===== src/rtl/breath_mode_ctrl.sv =====
// breath_mode_ctrl
// Push-button front end for the breathing-LED stage. Synchronises and
// debounces one active-low key, classifies presses as short or long, and
// drives the period count / run enable / update strobe of the PWM stage.
//
// Optional feature macro: BREATH_MODE_LONGPRESS_EN
//   defined   : long press (LONG_CYC held cycles) toggles run, then waits
//               for release.
//   undefined : every press is a short press acted on at release; run = 1.
//
// Ports:
//   clk      in   system clock (12 MHz)
//   rst      in   asynchronous reset, active low
//   key_n    in   raw push button, low = pressed, asynchronous to clk
//   cnt_num  out  period count for the PWM stage, N[mode]
//   mode     out  current speed index 0..3
//   run      out  1 = breathing, 0 = paused
//   upd      out  one-cycle strobe when cnt_num or run changes
module breath_mode_ctrl #(
    parameter int unsigned DEB_CYC  = 240000,
    parameter int unsigned LONG_CYC = 12000000,
    parameter logic [12:0] N0       = 13'd1732,
    parameter logic [12:0] N1       = 13'd2449,
    parameter logic [12:0] N2       = 13'd3464,
    parameter logic [12:0] N3       = 13'd4899
) (
    input  logic        clk,
    input  logic        rst,
    input  logic        key_n,
    output logic [12:0] cnt_num,
    output logic [1:0]  mode,
    output logic        run,
    output logic        upd
);

    localparam int unsigned DEB_W = (DEB_CYC > 1) ? $clog2(DEB_CYC) : 1;
    localparam logic [DEB_W-1:0] DEB_MAX = DEB_W'(DEB_CYC - 1);

    typedef enum logic [1:0] {
        ST_IDLE,
        ST_HELD,
        ST_WAIT_REL
    } state_t;

    logic             key_meta_q;
    logic             key_s_q;
    logic             key_d_q, key_d_d;
    logic [DEB_W-1:0] deb_cnt_q, deb_cnt_d;
    logic             key_fall;
    state_t           state_q, state_d;
    logic [1:0]       mode_q, mode_d;
    logic [12:0]      cnt_num_q, cnt_num_d;
    logic             upd_q, upd_d;

`ifdef BREATH_MODE_LONGPRESS_EN
    localparam int unsigned HOLD_W = (LONG_CYC > 1) ? $clog2(LONG_CYC) : 1;
    localparam logic [HOLD_W-1:0] HOLD_MAX = HOLD_W'(LONG_CYC - 1);

    logic              run_q, run_d;
    logic [HOLD_W-1:0] hold_cnt_q, hold_cnt_d;
`endif

    // Debounce: count consecutive cycles where the synchronised level
    // disagrees with the accepted level; any agreement restarts the count.
    always_comb begin
        key_d_d   = key_d_q;
        deb_cnt_d = '0;
        if (key_s_q != key_d_q) begin
            if (deb_cnt_q == DEB_MAX) begin
                key_d_d = key_s_q;
            end else begin
                deb_cnt_d = deb_cnt_q + 1'b1;
            end
        end
    end

    // Fall is taken from the next-state value so HELD starts in the same
    // cycle key_d drops; this makes the long-press action land exactly
    // LONG_CYC cycles after the debounced fall.
    assign key_fall = key_d_q & ~key_d_d;

    always_comb begin
        state_d = state_q;
        mode_d  = mode_q;
        upd_d   = 1'b0;
`ifdef BREATH_MODE_LONGPRESS_EN
        run_d      = run_q;
        hold_cnt_d = hold_cnt_q;
`endif
        unique case (state_q)
            ST_IDLE: begin
                if (key_fall) begin
                    state_d = ST_HELD;
`ifdef BREATH_MODE_LONGPRESS_EN
                    hold_cnt_d = '0;
`endif
                end
            end
            ST_HELD: begin
`ifdef BREATH_MODE_LONGPRESS_EN
                if (hold_cnt_q == HOLD_MAX) begin
                    run_d   = ~run_q;
                    upd_d   = 1'b1;
                    state_d = ST_WAIT_REL;
                end else begin
                    hold_cnt_d = hold_cnt_q + 1'b1;
                    if (key_d_q) begin
                        mode_d  = mode_q + 2'd1;
                        upd_d   = 1'b1;
                        state_d = ST_IDLE;
                    end
                end
`else
                if (key_d_q) begin
                    mode_d  = mode_q + 2'd1;
                    upd_d   = 1'b1;
                    state_d = ST_IDLE;
                end
`endif
            end
            ST_WAIT_REL: begin
                if (key_d_q) begin
                    state_d = ST_IDLE;
                end
            end
            default: state_d = ST_IDLE;
        endcase

        unique case (mode_d)
            2'd0:    cnt_num_d = N0;
            2'd1:    cnt_num_d = N1;
            2'd2:    cnt_num_d = N2;
            default: cnt_num_d = N3;
        endcase
    end

    always_ff @(posedge clk or negedge rst) begin
        if (!rst) begin
            key_meta_q <= 1'b1;
            key_s_q    <= 1'b1;
            key_d_q    <= 1'b1;
            deb_cnt_q  <= '0;
            state_q    <= ST_IDLE;
            mode_q     <= 2'd2;
            cnt_num_q  <= N2;
            upd_q      <= 1'b0;
        end else begin
            key_meta_q <= key_n;
            key_s_q    <= key_meta_q;
            key_d_q    <= key_d_d;
            deb_cnt_q  <= deb_cnt_d;
            state_q    <= state_d;
            mode_q     <= mode_d;
            cnt_num_q  <= cnt_num_d;
            upd_q      <= upd_d;
        end
    end

`ifdef BREATH_MODE_LONGPRESS_EN
    always_ff @(posedge clk or negedge rst) begin
        if (!rst) begin
            run_q      <= 1'b1;
            hold_cnt_q <= '0;
        end else begin
            run_q      <= run_d;
            hold_cnt_q <= hold_cnt_d;
        end
    end

    assign run = run_q;
`else
    assign run = 1'b1;
`endif

    assign cnt_num = cnt_num_q;
    assign mode    = mode_q;
    assign upd     = upd_q;

endmodule

===== config.mk =====
export PLATFORM = sky130hd
export DESIGN_NAME = breath_mode_ctrl
export DESIGN_NICKNAME = d
export VERILOG_FILES = /design/src/rtl/breath_mode_ctrl.sv
export SDC_FILE = /design/constraint.sdc
export NUM_CORES = 1
export LEC_CHECK = 0
export CORE_MARGIN = 4
export CORE_UTILIZATION = 29
export DETAILED_ROUTE_END_ITERATION = 16
export GPL_ROUTABILITY_DRIVEN = 0
export MAX_ROUTING_LAYER = met4
export PLACE_DENSITY = 0.46
export SLEW_MARGIN = 20
export SYNTH_ARGS = -nofsm -noshare
export SYNTH_HDL_FRONTEND = slang
export SYNTH_SLANG_ARGS = --single-unit

===== constraint.sdc =====
create_clock -name clk -period 1.8 [get_ports clk]
set_clock_uncertainty 0.15 [all_clocks]
set_input_delay 0.27 -clock clk [delete_from_list [all_inputs] [get_ports clk]]
set_output_delay 0.27 -clock clk [all_outputs]
set_load 0.05 [all_outputs]

==> results.md <==
Route:
- The post-route DRC violation count is 0.
- The count of vias placed by the detailed router is 1084.
- The routed wire length is 3100 um.
- The first-pass iteration count of the detailed router is 3.
- The count of nets left with antenna violations once routing finished came out at 0.
- The DRC violation total after the first TritonRoute iteration is 35.
- In the routed layout, each cell is associated on average with a via count of 4.32.
- The routed length per placed instance is 12.4 um.

Pwr:
- For this design the ratio of total power to cell area is 659 nW/um2.
- The total internal power is 1110 uW.
- Of the total power, the share spent switching nets is 0.214.
- Across the VDD grid, the largest voltage drop is 293 uV.
- The switching power is 302 uW.
- The portion of total power attributed to the clock network is 0.399.
- The relative contribution of sequential cells to total power is 0.553.
- The leakage power is 0.000959 uW.
- The share of total power dissipated in combinational logic is 0.048.
- The final total power is 1410 uW.

Clock network:
- The number of post-CTS setup repair buffers is 0.
- The root buffer cell chosen for the clock tree is clkbuf_8.
- Clock-pin slew was measured on the worst setup and hold paths at 0.07 ns.
- The clock passes through at most 2 buffers.
- TritonCTS created 5 clock buffers.
- The worst-skew pair later-pin latency is 0.28 ns.
- The H-tree was split into 2 levels.
- The number of sinks handled by clock tree synthesis is 34.
- TritonCTS built the clock tree.

Yosys:
- The post-synthesis cell count is 135.
- Yosys printed 0 warnings.
- The fraction of synthesized cell area taken by the top area cell type is 0.403.
- The largest area contributor in the netlist is dfrtp_1.
- In the post-synthesis netlist, the biggest area contributors are dfrtp_1 40%, dfstp_2 15%, xnor2_1 7.9%, ha_1 4.8%, nor2_1 4.3%.
- The unique cell type count in the Yosys netlist is 31.
- After synthesis, the mean cell area works out to 11.5 um2.
- In this run the cell area of the synthesized design comes to 1550 um2.
- Counting every net in the synthesized netlist gives 144.
- Counting flops and latches in the post-synthesis netlist gives 34.
- The sequential cell area fraction in the yosys report is 0.555.

Floorplanning:
- The area inside the core boundary is 5140 um2.
- The area of the die is 6590 um2.
- In this run the vertical extent of the chip is 81.2 um.
- The floorplan has 26 rows.
- The initial standard-cell utilization of the core is 0.302.
- For this design the top-level I/O count stands at 20.
- The overall die width is 81.2 um.

STA:
- The clock period minus worst slack is 1.77 ns.
- Static timing analysis puts the maximum clock frequency at 565 MHz.
- In the finished design, the share of the clock period the worst path needs comes to 0.983.
- The final number of max-transition violations is 0.
- Setup repair after global routing could not meet its margin everywhere.
- The worst hold slack after final layout is 0.196 ns.
- The final count of hold timing violations is 0.
- Setup violations remaining at the end of the flow were counted as 0.
- In the post-route analysis, the smallest setup slack over all paths is 0.0303 ns.

Layout:
- The repair_antennas step left the layout with diodes totalling 0.
- In the layout the commonest cells are 34 x buf_4, 24 x dfrtp_1, 18 x nor2_1.
- In the final design database the tool counted 189 nets.
- Registers take 863 um2.
- The footprint of the multi-input gates is 624 um2.
- Leaving out fill and tap cells, the most frequent cell in the layout is buf_4.
- The layout cell share with drive strength beyond 1 is 0.387.
- Counting the fill cells in the layout gives 524.
- The post-route standard cell area excluding fillers is 2140 um2.
- The area growth from synthesis to layout is 37.9%.

Setup path:
- STA classifies the critical path startpoint as a flip-flop.
- The largest fanout on the critical path is 17.
- The data arrival time of the worst path is 1.78 ns.
- STA classifies the critical path endpoint as a flip-flop.
- The data required time of the critical path is 1.81 ns.
- The worst setup path is of the flip-flop to flip-flop kind.

GRT:
- The total track usage is 0.116.
- The global-route wire length before repair is 5510 um.
- The total overflow left after global routing is 0.
- The via count of the first global-routing pass is 1208.
- The initial antenna violation count is 0.
- The maximum number of pins on one net before global-route repair is 35.

Placement:
- The instance area at placement is 2040 um2.
- The post-placement setup slack is -0.0746 ns.
- The number of I/O port buffers is 18.
- The post-detailed-placement half-perimeter wirelength is 2350 um.

Min path:
- The worst hold-check path type is flip-flop to flip-flop.

Flow run:
- The reported max-cap violation count is 0.

Outcome:
- The flow ran to the end, and the final reports show no timing, DRC or antenna violations.
-- timing repair --
| item | in CTS | in global routing |
|---|---|---|
| hold endpoints to repair | 0 | 0 |
| hold buffers | 0 | 0 |
| setup endpoints to repair | 2 | 19 |
| pin swaps | 2 | 0 |
| resized for setup | 2 | 1 |
-- stage by stage --
step,cells,util,TNS [ns]
finish,251,0.417,0
global route,251,0.417,-0.397
CTS,251,0.416,0
detailed placement,243,0.396,-0.0996
global placement,243,0.396,0
floorplan,135,-,-0.0437
-- power groups by stage --
stage	registers, uW	logic [uW]	clock network (uW)
floorplan	795	26.0	0
global placement	793	68.7	0
detailed placement	794	71.2	0
CTS	780	71.0	594
global route	781	76.9	632
finish	780	67.8	564
-- cell usage after synthesis, drive strengths merged --
cell type   n
a21oi       1
a31o        1
and2        2
and4        1
buf         6
clkbuf      1
conb        1
dfrtp      25
dfstp       9
ha          6
inv         8
mux2        1
nand2       8
nand3       5
nand4       7
nor2       18
nor2b       1
nor3        5
nor4        4
nor4b       1
o21ai       1
o31ai       1
or3         1
or4         2
xnor2      14
xor2        5
-- flip-flops by register name, summed over array words and instances (netlist names) --
name / cells
key_d_q: 1
key_s_q: 1
upd: 1
key_meta_q: 1
deb_cnt_q: 18
mode: 1
state_q: 1
cnt_num: 10
-- cells by family (layout without fill, tap and decap cells) --
kind of cell | after synthesis | in the layout | synth area share
AO/OA/AOI/OAI | 4 | 4 | 0.0258
other | 1 | 1 | 0.00241
AND/OR/NAND/NOR | 55 | 55 | 0.201
adder cells (fa/ha/maj) | 6 | 6 | 0.0483
buffers and inverters | 15 | 61 | 0.0531
XOR/XNOR | 19 | 19 | 0.107
multiplexers | 1 | 1 | 0.00725
flip-flops | 34 | 34 | 0.555
-- cell type report --
class / count / share of cell area
flip-flops and latches: 34 / 0.403
multi-input cells: 86 / 0.291
repair buffers: 45 / 0.208
well taps: 70 / 0.0409
clock buffers: 7 / 0.0403
inverters: 8 / 0.0140
clock inverters: 1 / 0.00234
-- critical path, cell delays in order, from the launching register on --
cell     delay [ns]
dfrtp_2        0.44
or4_4          0.55
o31ai_4        0.27
buf_12         0.18
nor2_1         0.06
-- path summary, 6_finish.rpt --
check | from | to | slack, ns | cells past startpoint
setup / recovery | deb_cnt_q[7] | deb_cnt_q[9] | 0.03 | 4
hold / removal | key_meta_q | key_s_q | 0.20 | 0
setup reg to reg | deb_cnt_q[7] | deb_cnt_q[9] | 0.03 | 4
hold reg to reg | key_meta_q | key_s_q | 0.20 | 0
max in group asynchronous | rst | cnt_num[8] | 1.04 | 2
min in group asynchronous | rst | deb_cnt_q[16] | 0.21 | 2
-- per-layer routing --
metal,up-vias,global-route usage,routed length (um)
met5,-,-,0
met4,0,0.0405,45
met3,5,0.0488,205
met2,21,0.189,1610
met1,526,0.129,1240
li1,532,-,-
(Power assumes the default switching activity.)
==> patch: new RTL, same flow settings <==
The 3 states of `state_t` get a one-hot encoding in 3 bits.
--- a/src/rtl/breath_mode_ctrl.sv
+++ b/src/rtl/breath_mode_ctrl.sv
@@ -38,6 +38,6 @@
 
-    typedef enum logic [1:0] {
-        ST_IDLE,
-        ST_HELD,
-        ST_WAIT_REL
+    typedef enum logic [2:0] {
+        ST_IDLE     = 3'b001,
+        ST_HELD     = 3'b010,
+        ST_WAIT_REL = 3'b100
     } state_t;
Formal check against the unedited RTL: no difference found for any inputs over 10 cycles, from zero or initial values and one cycle with rst low; not proved beyond that.
==> patch against the unedited design <==
The run now ends with negative setup slack left. Synthesized area up 2.1%. Setup slack worse by 0.094 ns. Worst hold slack worse by 0.015 ns. Sequential cell count up 1. Cell area up 1.6%. Wire length up 7.2%. Total power up 14%. Sequential power up 2.8%. Clock power up 32%. Largest power group unchanged.
==> patch: results (changes against the unedited design) <==
| Metric | Value |
|---|---|
| Outcome | finished, violations left (was complete, no violations) |
| Failing checks | negative setup slack |
| Pin count of the biggest net entering global routing | 36 (was 35) |
| Hold/Removal Path Class | input port to async pin (was register to register) |
| Worst reg2reg path endpoint | key_d_q (was deb_cnt_q[9]) |
| 1st-pass router iterations | 4 (was 3) |
| Sum Neg Setup Slack | -0.1972 ns (was 0 ns) |
| Arrival @ worst endpoint | 1.94 ns (was 1.78 ns) |
| Count of final setup violators | 17 (was 0) |
| Drt initial violations | 53 (was 35) |
| Final WS setup | -0.06400 ns (was 0.03030 ns) |
| Wire length per cell | 13.24 microns (was 12.35 microns) |
| Vias in the first global route | 1185 (was 1208) |
| Area contributors post-synth | dfrtp_1, dfstp_2, xnor2_1, ha_1, nor2_1 (unchanged) |
| Post-synthesis sequential area ratio | 55.99% (was 55.48%) |
| Gr usage total | 11.77% (was 11.64%) |
| Ys Warns | 0 (unchanged) |
| Layout cell share with drive strength beyond 1 | 38.12% (was 38.67%) |
| Commonest cells in the netlist | dfrtp_1, nor2_1, xnor2_1 (unchanged) |
| Dpl hpwl | 2359 microns (was 2355 microns) |
| LEAKAGE | 0.9675 nW (was 0.9594 nW) |
| Root Driver | clkbuf_8 (unchanged) |
| Antenna violations before repair | 0 (unchanged) |
| Net Count, Synth | 149 (was 144) |
| Routed vias | 1128 (was 1084) |
| Clock buffer count from CTS | 5 (unchanged) |
| Worst Path Max Fanout | 4 (was 17) |
| Fillers | 515 (was 524) |
| Worst IR drop on VDD | 0.2646 mV (was 0.2933 mV) |
| Worst R2R Start | deb_cnt_q[6] (was deb_cnt_q[7]) |
| Distinct cells, synth | 32 (was 31) |
| Global-route wire length before repair | 5692 microns (was 5506 microns) |
## patch: cell count changes after synthesis, sizes merged, moves of 3 or more
cell   unedited run  this run
a21oi             1         4
and3              0         3
nand2             8         4
nand3             5        10
nand4             7         3
## patch: worst max path at each step
stage                       startpoint  endpoint  slack [ns]  cells after the start
after floorplan           deb_cnt_q[6]   key_d_q       -0.01                      4
after global placement    deb_cnt_q[9]   key_d_q       -0.02                      4
after detailed placement  deb_cnt_q[6]   key_d_q       -0.04                      4
after CTS                 deb_cnt_q[6]   key_d_q       -0.06                      4
after global routing      deb_cnt_q[6]   key_d_q       -0.13                      4
final                     deb_cnt_q[6]   key_d_q       -0.06                      4
## patch: cells by family (layout without fill, tap and decap cells)
group	after synthesis	in the layout	synth area share (%)
buf+inv	17	58	5.678
fa+ha+maj	6	6	4.732
other cells	1	1	0.2364
flops	35	35	55.99
mux	1	1	0.7097
compound gates	9	9	3.865
xor+xnor	17	17	9.385
simple gates	54	54	19.40
## patch: cell type report
class	count	area (sq um)	area share [%]
sequential	35	889.6	40.84
multi-input combinational	88	638.1	29.29
timing repair buffer	41	412.9	18.95
tap	70	87.58	4.021
clock buffer	5	68.82	3.159
clock inverter	3	47.55	2.183
inverter	9	33.78	1.551
## patch: critical path: stages (launching register included)
cell and delay (ns):
dfrtp_2 0.41, or4bb_1 0.53, nor3_2 0.20, and3_4 0.22, mux2_4 0.29
## patch: routing by layer
| metal | vias to the layer above | track usage (%) | share of wire (%) |
|---|---|---|---|
| met5 | - | - | 0 |
| li1 | 547 | - | - |
| met4 | 0 | 6.312 | 2.0 |
| met1 | 548 | 13.81 | 44 |
| met2 | 26 | 17.53 | 48 |
| met3 | 7 | 4.276 | 6.1 |
## patch: stage by stage
step | setup WS (ns) | hold WS, ns | area [sq um] | std cells | utilization [%]
2_1_floorplan | -0.01193 | -0.1756 | 1604 | 140 | -
3_3_place_gp | -0.01975 | 0.1967 | 2041 | 243 | 39.21
3_5_place_dp | -0.04145 | 0.1981 | 2041 | 243 | 39.21
4_1_cts | -0.05603 | 0.1866 | 2162 | 251 | 41.54
5_1_grt | -0.1327 | 0.2025 | 2178 | 251 | 41.85
6_report | -0.06400 | 0.1809 | 2178 | 251 | 41.85
## patch: report_power, final
| group | internal, mW | switching, mW | total [mW] |
|---|---|---|---|
| registers | 0.796 | 0.00592 | 0.802 |
| logic | 0.0231 | 0.0372 | 0.0603 |
| clock network | 0.420 | 0.323 | 0.743 |
| total | 1.24 | 0.366 | 1.61 |
## patch: repair_timing
item                                    in CTS  in global routing
hold buffers                                 0                  0
pin swaps                                    3                  1
resized for setup                            1                  3
buffers inserted                             0                  0
endpoints found under the setup margin       3                 26
gates cloned                                 0                  0
